## src/rtl/mpu_alu_seq.sv

```systemverilog
// Sequential lane ALU for the MPU: extracts b/w/dw/qw lanes from three operands and runs
// MASK/CMP/LT/ADD/HAMM with a valid/ready handshake on both sides.
module mpu_alu_seq #(
  parameter int unsigned DATA_W = 64,
  parameter int unsigned POP_W  = 8,
  localparam int unsigned SEL_W = $clog2(DATA_W / 8)
) (
  input  logic              sys_clk,
  input  logic              sys_rst,
  input  logic              in_valid,
  output logic              in_ready,
  input  logic [1:0]        size,
  input  logic [3:0]        op,
  input  logic [DATA_W-1:0] o0,
  input  logic [DATA_W-1:0] o1,
  input  logic [DATA_W-1:0] o2,
  input  logic [SEL_W-1:0]  s0,
  input  logic [SEL_W-1:0]  s1,
  input  logic [SEL_W-1:0]  s2,
  input  logic [SEL_W-1:0]  sres,
  output logic              out_valid,
  input  logic              out_ready,
  output logic [DATA_W-1:0] res,
  output logic [7:0]        flags
);

  localparam logic [3:0] OpMask = 4'h0;
  localparam logic [3:0] OpCmp  = 4'h1;
  localparam logic [3:0] OpLt   = 4'h2;
  localparam logic [3:0] OpAdd  = 4'h3;
  localparam logic [3:0] OpHamm = 4'h4;

  localparam logic [1:0] StIdle    = 2'd0;
  localparam logic [1:0] StExtract = 2'd1;
  localparam logic [1:0] StExec    = 2'd2;
  localparam logic [1:0] StDone    = 2'd3;

  logic [1:0]        state_q, state_d;
  logic [3:0]        op_q;
  logic [1:0]        size_q;
  logic [DATA_W-1:0] o0_q, o1_q, o2_q;
  logic [SEL_W-1:0]  s0_q, s1_q, s2_q, sres_q;
  logic [63:0]       a_q, b_q, c_q, a_d, b_d, c_d;
  logic [63:0]       diff_q, diff_d;
  logic              err_q, err_d;
  logic [6:0]        cnt_q, cnt_d;
  logic [7:0]        acc_q, acc_d;
  logic [DATA_W-1:0] res_q, res_d;
  logic [7:0]        flags_q, flags_d;

  int unsigned       lane_bits;
  logic [63:0]       lane_mask;
  logic              err_c;
  logic [6:0]        iter_cnt;
  logic [7:0]        acc_sum;
  logic [64:0]       sum65;
  logic [63:0]       lane_res;
  logic              carry_c;

  function automatic logic [63:0] lane_of(logic [DATA_W-1:0] v, logic [SEL_W-1:0] s,
                                          int unsigned bits, logic [63:0] mask);
    logic [DATA_W-1:0] sh;
    sh = v >> (32'(s) * bits);
    return 64'(sh) & mask;
  endfunction

  function automatic logic sel_bad(logic [SEL_W-1:0] s, int unsigned bits);
    return ((32'(s) + 32'd1) * bits) > DATA_W;
  endfunction

  function automatic logic [7:0] popcnt(logic [POP_W-1:0] v);
    logic [7:0] c;
    c = '0;
    for (int i = 0; i < int'(POP_W); i++) c = c + {7'd0, v[i]};
    return c;
  endfunction

  assign in_ready  = (state_q == StIdle) & ~sys_rst;
  assign out_valid = (state_q == StDone);
  assign res       = res_q;
  assign flags     = flags_q;

  assign lane_bits = 32'd8 << size_q;
  assign lane_mask = (lane_bits == 32'd64) ? '1 : ((64'd1 << lane_bits) - 64'd1);

  assign err_c = (op_q > OpHamm) || (lane_bits > DATA_W) || sel_bad(s0_q, lane_bits) ||
                 sel_bad(s1_q, lane_bits) || sel_bad(s2_q, lane_bits) ||
                 sel_bad(sres_q, lane_bits);

  // Errors and non-HAMM ops take a single EXEC cycle.
  assign iter_cnt = (op_q == OpHamm && !err_c && lane_bits > POP_W) ?
                    7'(lane_bits / POP_W) : 7'd1;

  assign acc_sum = acc_q + popcnt(diff_q[POP_W-1:0]);
  assign sum65   = {1'b0, b_q} + {1'b0, c_q};

  always_comb begin
    lane_res = '0;
    carry_c  = 1'b0;
    case (op_q)
      OpMask: lane_res = {63'd0, (((~a_q & ~b_q) | (a_q & ~c_q)) & lane_mask) == 64'd0};
      OpCmp:  lane_res = {63'd0, (a_q & c_q) == (b_q & c_q)};
      OpLt:   lane_res = {63'd0, a_q < b_q};
      OpAdd: begin
        lane_res = sum65[63:0] & lane_mask;
        carry_c  = sum65[lane_bits[6:0]];
      end
      OpHamm: lane_res = {56'd0, acc_sum};
      default: lane_res = '0;
    endcase
  end

  always_comb begin
    state_d = state_q;
    a_d     = a_q;
    b_d     = b_q;
    c_d     = c_q;
    diff_d  = diff_q;
    err_d   = err_q;
    cnt_d   = cnt_q;
    acc_d   = acc_q;
    res_d   = res_q;
    flags_d = flags_q;
    case (state_q)
      StIdle: if (in_valid) state_d = StExtract;
      StExtract: begin
        a_d     = lane_of(o0_q, s0_q, lane_bits, lane_mask);
        b_d     = lane_of(o1_q, s1_q, lane_bits, lane_mask);
        c_d     = lane_of(o2_q, s2_q, lane_bits, lane_mask);
        diff_d  = b_d ^ c_d;
        err_d   = err_c;
        cnt_d   = iter_cnt;
        acc_d   = '0;
        state_d = StExec;
      end
      StExec: begin
        acc_d  = acc_sum;
        diff_d = diff_q >> POP_W;
        if (cnt_q == 7'd1) begin
          state_d = StDone;
          if (err_q) begin
            res_d   = '0;
            flags_d = 8'h04;
          end else begin
            res_d   = DATA_W'(lane_res) << (32'(sres_q) * lane_bits);
            flags_d = {6'd0, carry_c, lane_res == 64'd0};
          end
        end else begin
          cnt_d = cnt_q - 7'd1;
        end
      end
      StDone: if (out_ready) state_d = StIdle;
      default: state_d = StIdle;
    endcase
  end

  always_ff @(posedge sys_clk) begin
    if (sys_rst) begin
      state_q <= StIdle;
      a_q     <= '0;
      b_q     <= '0;
      c_q     <= '0;
      diff_q  <= '0;
      err_q   <= 1'b0;
      cnt_q   <= '0;
      acc_q   <= '0;
      res_q   <= '0;
      flags_q <= '0;
    end else begin
      state_q <= state_d;
      a_q     <= a_d;
      b_q     <= b_d;
      c_q     <= c_d;
      diff_q  <= diff_d;
      err_q   <= err_d;
      cnt_q   <= cnt_d;
      acc_q   <= acc_d;
      res_q   <= res_d;
      flags_q <= flags_d;
    end
  end

  // Request capture; these registers are don't-care outside an operation.
  always_ff @(posedge sys_clk) begin
    if (in_valid && in_ready) begin
      op_q   <= op;
      size_q <= size;
      o0_q   <= o0;
      o1_q   <= o1;
      o2_q   <= o2;
      s0_q   <= s0;
      s1_q   <= s1;
      s2_q   <= s2;
      sres_q <= sres;
    end
  end

endmodule
```

## config.mk

```make
export PLATFORM = sky130hd
export DESIGN_NAME = mpu_alu_seq
export DESIGN_NICKNAME = d
export VERILOG_FILES = /design/src/rtl/mpu_alu_seq.sv
export SDC_FILE = /design/constraint.sdc
export NUM_CORES = 2
export LEC_CHECK = 0
export BUFFER_PORTS_ARGS = -buffer_cell sky130_fd_sc_hd__buf_2
export CAP_MARGIN = 10
export CORE_MARGIN = 2
export CORE_UTILIZATION = 50
export DETAILED_ROUTE_END_ITERATION = 16
export MAX_ROUTING_LAYER = met4
export PLACE_DENSITY = 0.68
export SLEW_MARGIN = 30
export SYNTH_ARGS = -nofsm -noshare
export SYNTH_HDL_FRONTEND = slang
export SYNTH_SLANG_ARGS = --single-unit
```

## constraint.sdc

```tcl
create_clock -name sys_clk -period 12.5 [get_ports sys_clk]
set_input_delay 0.625 -clock sys_clk [delete_from_list [all_inputs] [get_ports sys_clk]]
set_output_delay 0.625 -clock sys_clk [all_outputs]
set_load 0.02 [all_outputs]
```

======== Word level (Yosys, flattened, before mapping) ========
Index checks and enable logic that the tools add are counted.
word-level totals
  flip-flop bits (word level) ............. 556
  input bits .............................. 214
  output and inout bits ................... 74
  logic and storage cells ................. 120
cells by class
  add/sub/neg operators ................... 15
  multipliers ............................. 8
  $lt $le $gt $ge ......................... 9
  equal/unequal tests ..................... 14
  shifts and indexed selects .............. 6
  mux-type cells .......................... 16
  bitwise operators ....................... 16
  reductions and logical operators ........ 17
operators with widths
  operator                 count
  $and A64 B64 Y64         9
  $pmux W64 S5             1
  $not A64 Y64             3
  $shr A64 B32 Y64         3
  $gt A32 B7 Y1 const B    5
  $logic_not A64 Y1        2
  $mul A3 B32 Y32          4
  $mul A4 B32 Y32          4
  $mux W64                 2
  $pmux W64 S2             1
  $add A64 B64 Y65         1
  $eq A64 B64 Y1           1
  $lt A64 B64 Y1           1
  $or A64 B64 Y64          1
  $shl A1 B32 Y64 const A  1
  $shl A64 B32 Y64         1
  $sub A64 B1 Y64 const B  1
  $xor A64 B64 Y64         1
  $eq A32 B7 Y1 const B    1
  $gt A32 B4 Y1 const B    1
  $shl A4 B2 Y32 const A   1
  $add A3 B1 Y4 const B    4
  $pmux W8 S2              1
  $mux W7                  2
  other kinds (35)         49

======== Longest topological paths before layout ========
  depth after elaboration ................. 12
  gate-level depth with buffers ........... 26
  gate-level depth less buffers ........... 19

======== Worst setup path before layout ========
OpenSTA, ideal clock, no wires.
  path kind ............................... input -> register
  start point ............................. input sys_rst
  end point ............................... register o0_q[0] (enable)
  setup time .............................. 595 ps
  data arrival time ....................... 6,011 ps
  required time ........................... 11,905 ps
  setup slack ............................. 5,894 ps
  cell stages on the path ................. 3
  path buffers ............................ 1
  cells stage by stage .................... clkbuf_1 > nor2b_1 > and2_1
on the way
  word-level cells in the longest chain between the ends .. 3
ends and longest elaborated chain
  element                 line  text
  start: declaration      9     input logic sys_rst,
  $not A1 Y1              78    assign in_ready = (state_q == StIdle) & ~sys_rst;
  $and A1 B1 Y1           78
  net in_ready            11    output logic in_ready,
  $logic_and A1 B1 Y1     185   if (in_valid && in_ready) begin
  end signal: assignment  188   o0_q <= o0;
  end: declaration        41    logic [DATA_W-1:0] o0_q, o1_q, o2_q;
The timed path passes the listed nets, and every way through them passes these cells.
A chain may end at the register's enable or synchronous reset.

======== Worst setup path in the final report ========
  start point ............................. register size_q[1]
  end point ............................... register res_q[40], in the netlist res[40]
on the way
  word-level cells in the longest chain between the ends .. 9
  elaborated cells on any way between the ends .. 12
  classes of those cells .................. add/sub: 1; mul: 1; eq/ne: 1; shift: 3; mux: 3; bitwise: 2; reduce/logical: 1
ends and longest elaborated chain
  element                   line  text
  start: declaration        40    logic [1:0] size_q;
  start signal: assignment  187   size_q <= size;
  $shl A4 B2 Y32 *          83    assign lane_bits = 32'd8 << size_q;
  $shl A1 B32 Y64           84    assign lane_mask = (lane_bits == 32'd64) ? '1 : ((64'd1 << lane_bits) - 64'd1);
  $sub A64 B1 Y64           84
  $mux W64                  84
  $and A64 B64 Y64          101   OpMask: lane_res = {63'd0, (((~a_q & ~b_q) | (a_q & ~c_q)) & lane_mask) == 64'd0};
  $logic_not A64 Y1         101
  $pmux W64 S5              100   case (op_q)
  $shl A64 B32 Y64 *        145   res_d = DATA_W'(lane_res) << (32'(sres_q) * lane_bits);
  $mux W64 *                141   if (err_q) begin
  end signal: assignment    178   res_q <= res_d;
  end: declaration          48    logic [DATA_W-1:0] res_q, res_d;
Mark *: on every way between the ends. The rest lies on a longest branch, timed or not.

==> metrics.cfg <==
[floorplan]
dieWidth_microns=273
initial_core_util=0.505
core_sq_um=71500
dieHeight_microns=273
pin_count=288
dieArea_sq_um=74400
row_count=98

[drt]
viasPerCell=6.28
drc=0
wirelength_mm=141
vias=33900
wl_per_cell_microns=26.2
dr.first_iter.drc_count=4477
dr.pass1.iters=6
drtAntennaViolNets=0

[yosys]
yosys-top-cells-count=nor2_1, nand2_1, a21oi_1, dfxtp_1, mux2i_1
ys_top_cells_by_area=dfxtp_1, edfxtp_1, mux2i_1
avgSynthCellArea_sq_um=8.41
synth-simple-area-share=0.193
yosysMostFrequentCell=nor2_1
yosys_warnings=0
syn_inst=4295
ys_seq_elements=551
synth_area_sq_um=36100
synth_xor_area_frac=0.0420
synth_compound_area_frac=0.176
synth_top_family_by_area=simple AND/OR/NAND/NOR gates
yosys.cell_types.count=88
post-synth-top-area-cell=dfxtp_1
muxShareOfSynthArea=0.0874
synth_top_cell_area_share=0.189
synthAdderAreaFrac=0.0937
ys_seq_area_frac=0.364
ys.flop_type=dfxtp_1
synth_edf_count=210
synthArstFlopShare=0

[worst_setup_path]
cp-end-kind=flip-flop
path_max_fanout=28
path_class=flip-flop to flip-flop
start_kind=flip-flop
crit_chain=buf_4 -> nor2_4 -> buf_4 -> nand2_1 -> fa_1 -> inv_1 -> ha_1 -> inv_1 -> fa_1 -> a2111oi_0 -> a21oi_1 -> or4_1 -> nor2_1 -> nand2_1 -> nor3_1 -> a32oi_1 -> o31ai_1
slowest_delay_ps=730
required_ps=13060
crit_arrival_ps=6280
cp_slowest_cell=nor2_1

[run_status]
status=completed

[final_layout]
fill_cells=6600
drive_gt1_frac=0.106
finalNonFillerCells=5399
multi_input_area_sq_um=21500
regArea_sq_um=13100
final_nets=4863
area_delta_synth_final_pct=11.1

[power]
peakVddDrop_uv=135
clock_power_share=0.269
power_frac_comb=0.385
internal-power_w=0.00398
switching_share=0.412
switchingPower_w=0.00278
pwr-share-seq=0.346
p_per_area_nw_per_um2=169
p_leak_nw=16.2

[timing]
worstMarginPinSlew_ps=1100
period_minus_slack_ps=5720
drv_slew=0
max_freq_mhz=175
rsz0062_at_grt=no
max_slew_margin=0.260
period_share=0.458
fin_setup_tns_ps=0
finalHoldViolations=0
final-setup-viol-count=0
finClkSkew_ps=27.4

[clock_tree]
cts_resized=0
cts_tree=yes
clk_path_buf_depth=3
cts_num_sinks=551
cts_max_level=2
insertion_delay_ps=660
cts_buffers=59
clockRootBuffer=clkbuf_16
cts_hold_buf=0
postCtsSetupRepairBufs=0
clk_pin_slew_worst_paths_ps=70

[grt]
grt_start_max_net_pins=202
antenna_found_initial=2
grt_pass1_vias=31000
grt_pass1_wl_mm=206
grt.total_usage=0.381
overflow=0

[placed_design]
place_congestion=1.05
dp_hpwl_mm=111
place_inst=5286
numPortBuffers=282

[hold_path]
hp-class=primary input to flip-flop

[run]
maxCapViolCount=0

logic make-up after synthesis:
kind of cell | after synthesis
AOI/OAI and AO/OA | 1007
xor gates and xnor gates | 173
adders and majority gates | 250
buffers and inverters | 420
DFF | 551
muxes | 314
other | 1
and+or+nand+nor | 1579
critical path: cells and delay by family, from the launching register on:
kind	cells	cell delay, ps
and+or+nand+nor	6	2670
buffers and inverters	4	830
DFF	1	360
adders and majority gates	3	1020
AOI/OAI and AO/OA	4	690
power by group through the flow:
stage	Combinational (W)	Sequential [W]	Clock [W]
after floorplan	0.00177	0.00226	0
after global placement	0.00247	0.00236	0
after detailed placement	0.00249	0.00236	0
after CTS	0.00250	0.00233	0.00183
after global routing	0.00276	0.00235	0.00191
final	0.00260	0.00234	0.00182
layout make-up:
| class | instances | area share |
|---|---|---|
| multi-input cells | 3328 | 0.536 |
| flip-flops and latches | 551 | 0.327 |
| repair buffers | 322 | 0.0440 |
| clock buffers | 77 | 0.0408 |
| well taps | 950 | 0.0296 |
| inverters | 137 | 0.0129 |
| clock inverters | 33 | 0.00886 |
| diodes | 1 | 0.0000624 |
layout by cell type, fill, tap and decap left out, drive strengths merged, types with 12 or more instances in the layout:
cell type    n
nor2       600
nand2      504
a21oi      364
dfxtp      341
buf        322
mux2i      302
ha         216
edfxtp     210
o21ai      156
a22oi      141
inv        139
nor3       137
xnor2      124
nand3       77
clkbuf      77
and3        58
a211oi      57
a21o        50
xor2        49
nand2b      42
nand4       40
a31oi       39
fa          34
o22ai       33
and2        32
nor4        26
o21a        24
a2111oi     23
clkinv      18
o31ai       13
nor2b       12
mux2        12
final timing paths:
kind,end,depth (start not counted),start,slack [ps]
worst max register to register,res[40]$_SDFFE_PP0P_,17,size_q[1]$_DFFE_PP_,6780
worst max-delay path,res[40]$_SDFFE_PP0P_,17,size_q[1]$_DFFE_PP_,6780
worst min register to register,res[62]$_SDFFE_PP0P_,2,res[62]$_SDFFE_PP0P_,450
worst min-delay path,o2_q[24]$_DFFE_PP_,1,o2[24],130
layer usage:
layer,global-route usage,share of wire,up-vias
li1,-,-,15600
met1,0.510,0.42,16100
met5,-,0,-
met2,0.549,0.43,1841
met4,0.222,0.069,0
met3,0.0549,0.089,401
state kept, by name, summed over array words and instances, names as in the netlist:
signal and cells:
size_q 2, o1_q 64, s2_q 3, state_q 2, s0_q 3, flags 3
o2_q 64, c_q 64, res 64, op_q 4, s1_q 3, diff_q 64
sres_q 3, cnt_q 7, err_q 1, a_q 64, acc_q 8, o0_q 64
b_q 64
stage by stage:
step                      hold WS [ps]  worst slack [ps]  power (W)  instance area (sq um)  utilization
after CTS                          117              6820    0.00666                  40100        0.560
after global routing               116              6480    0.00702                  40100        0.561
after floorplan                    441              5890    0.00403                  36100            -
after detailed placement           444              6840    0.00485                  38100        0.533
final                              135              6780    0.00676                  40100        0.561
after global placement             441              6980    0.00483                  38000        0.532
Note: power is estimated with default switching activity, not from simulation.
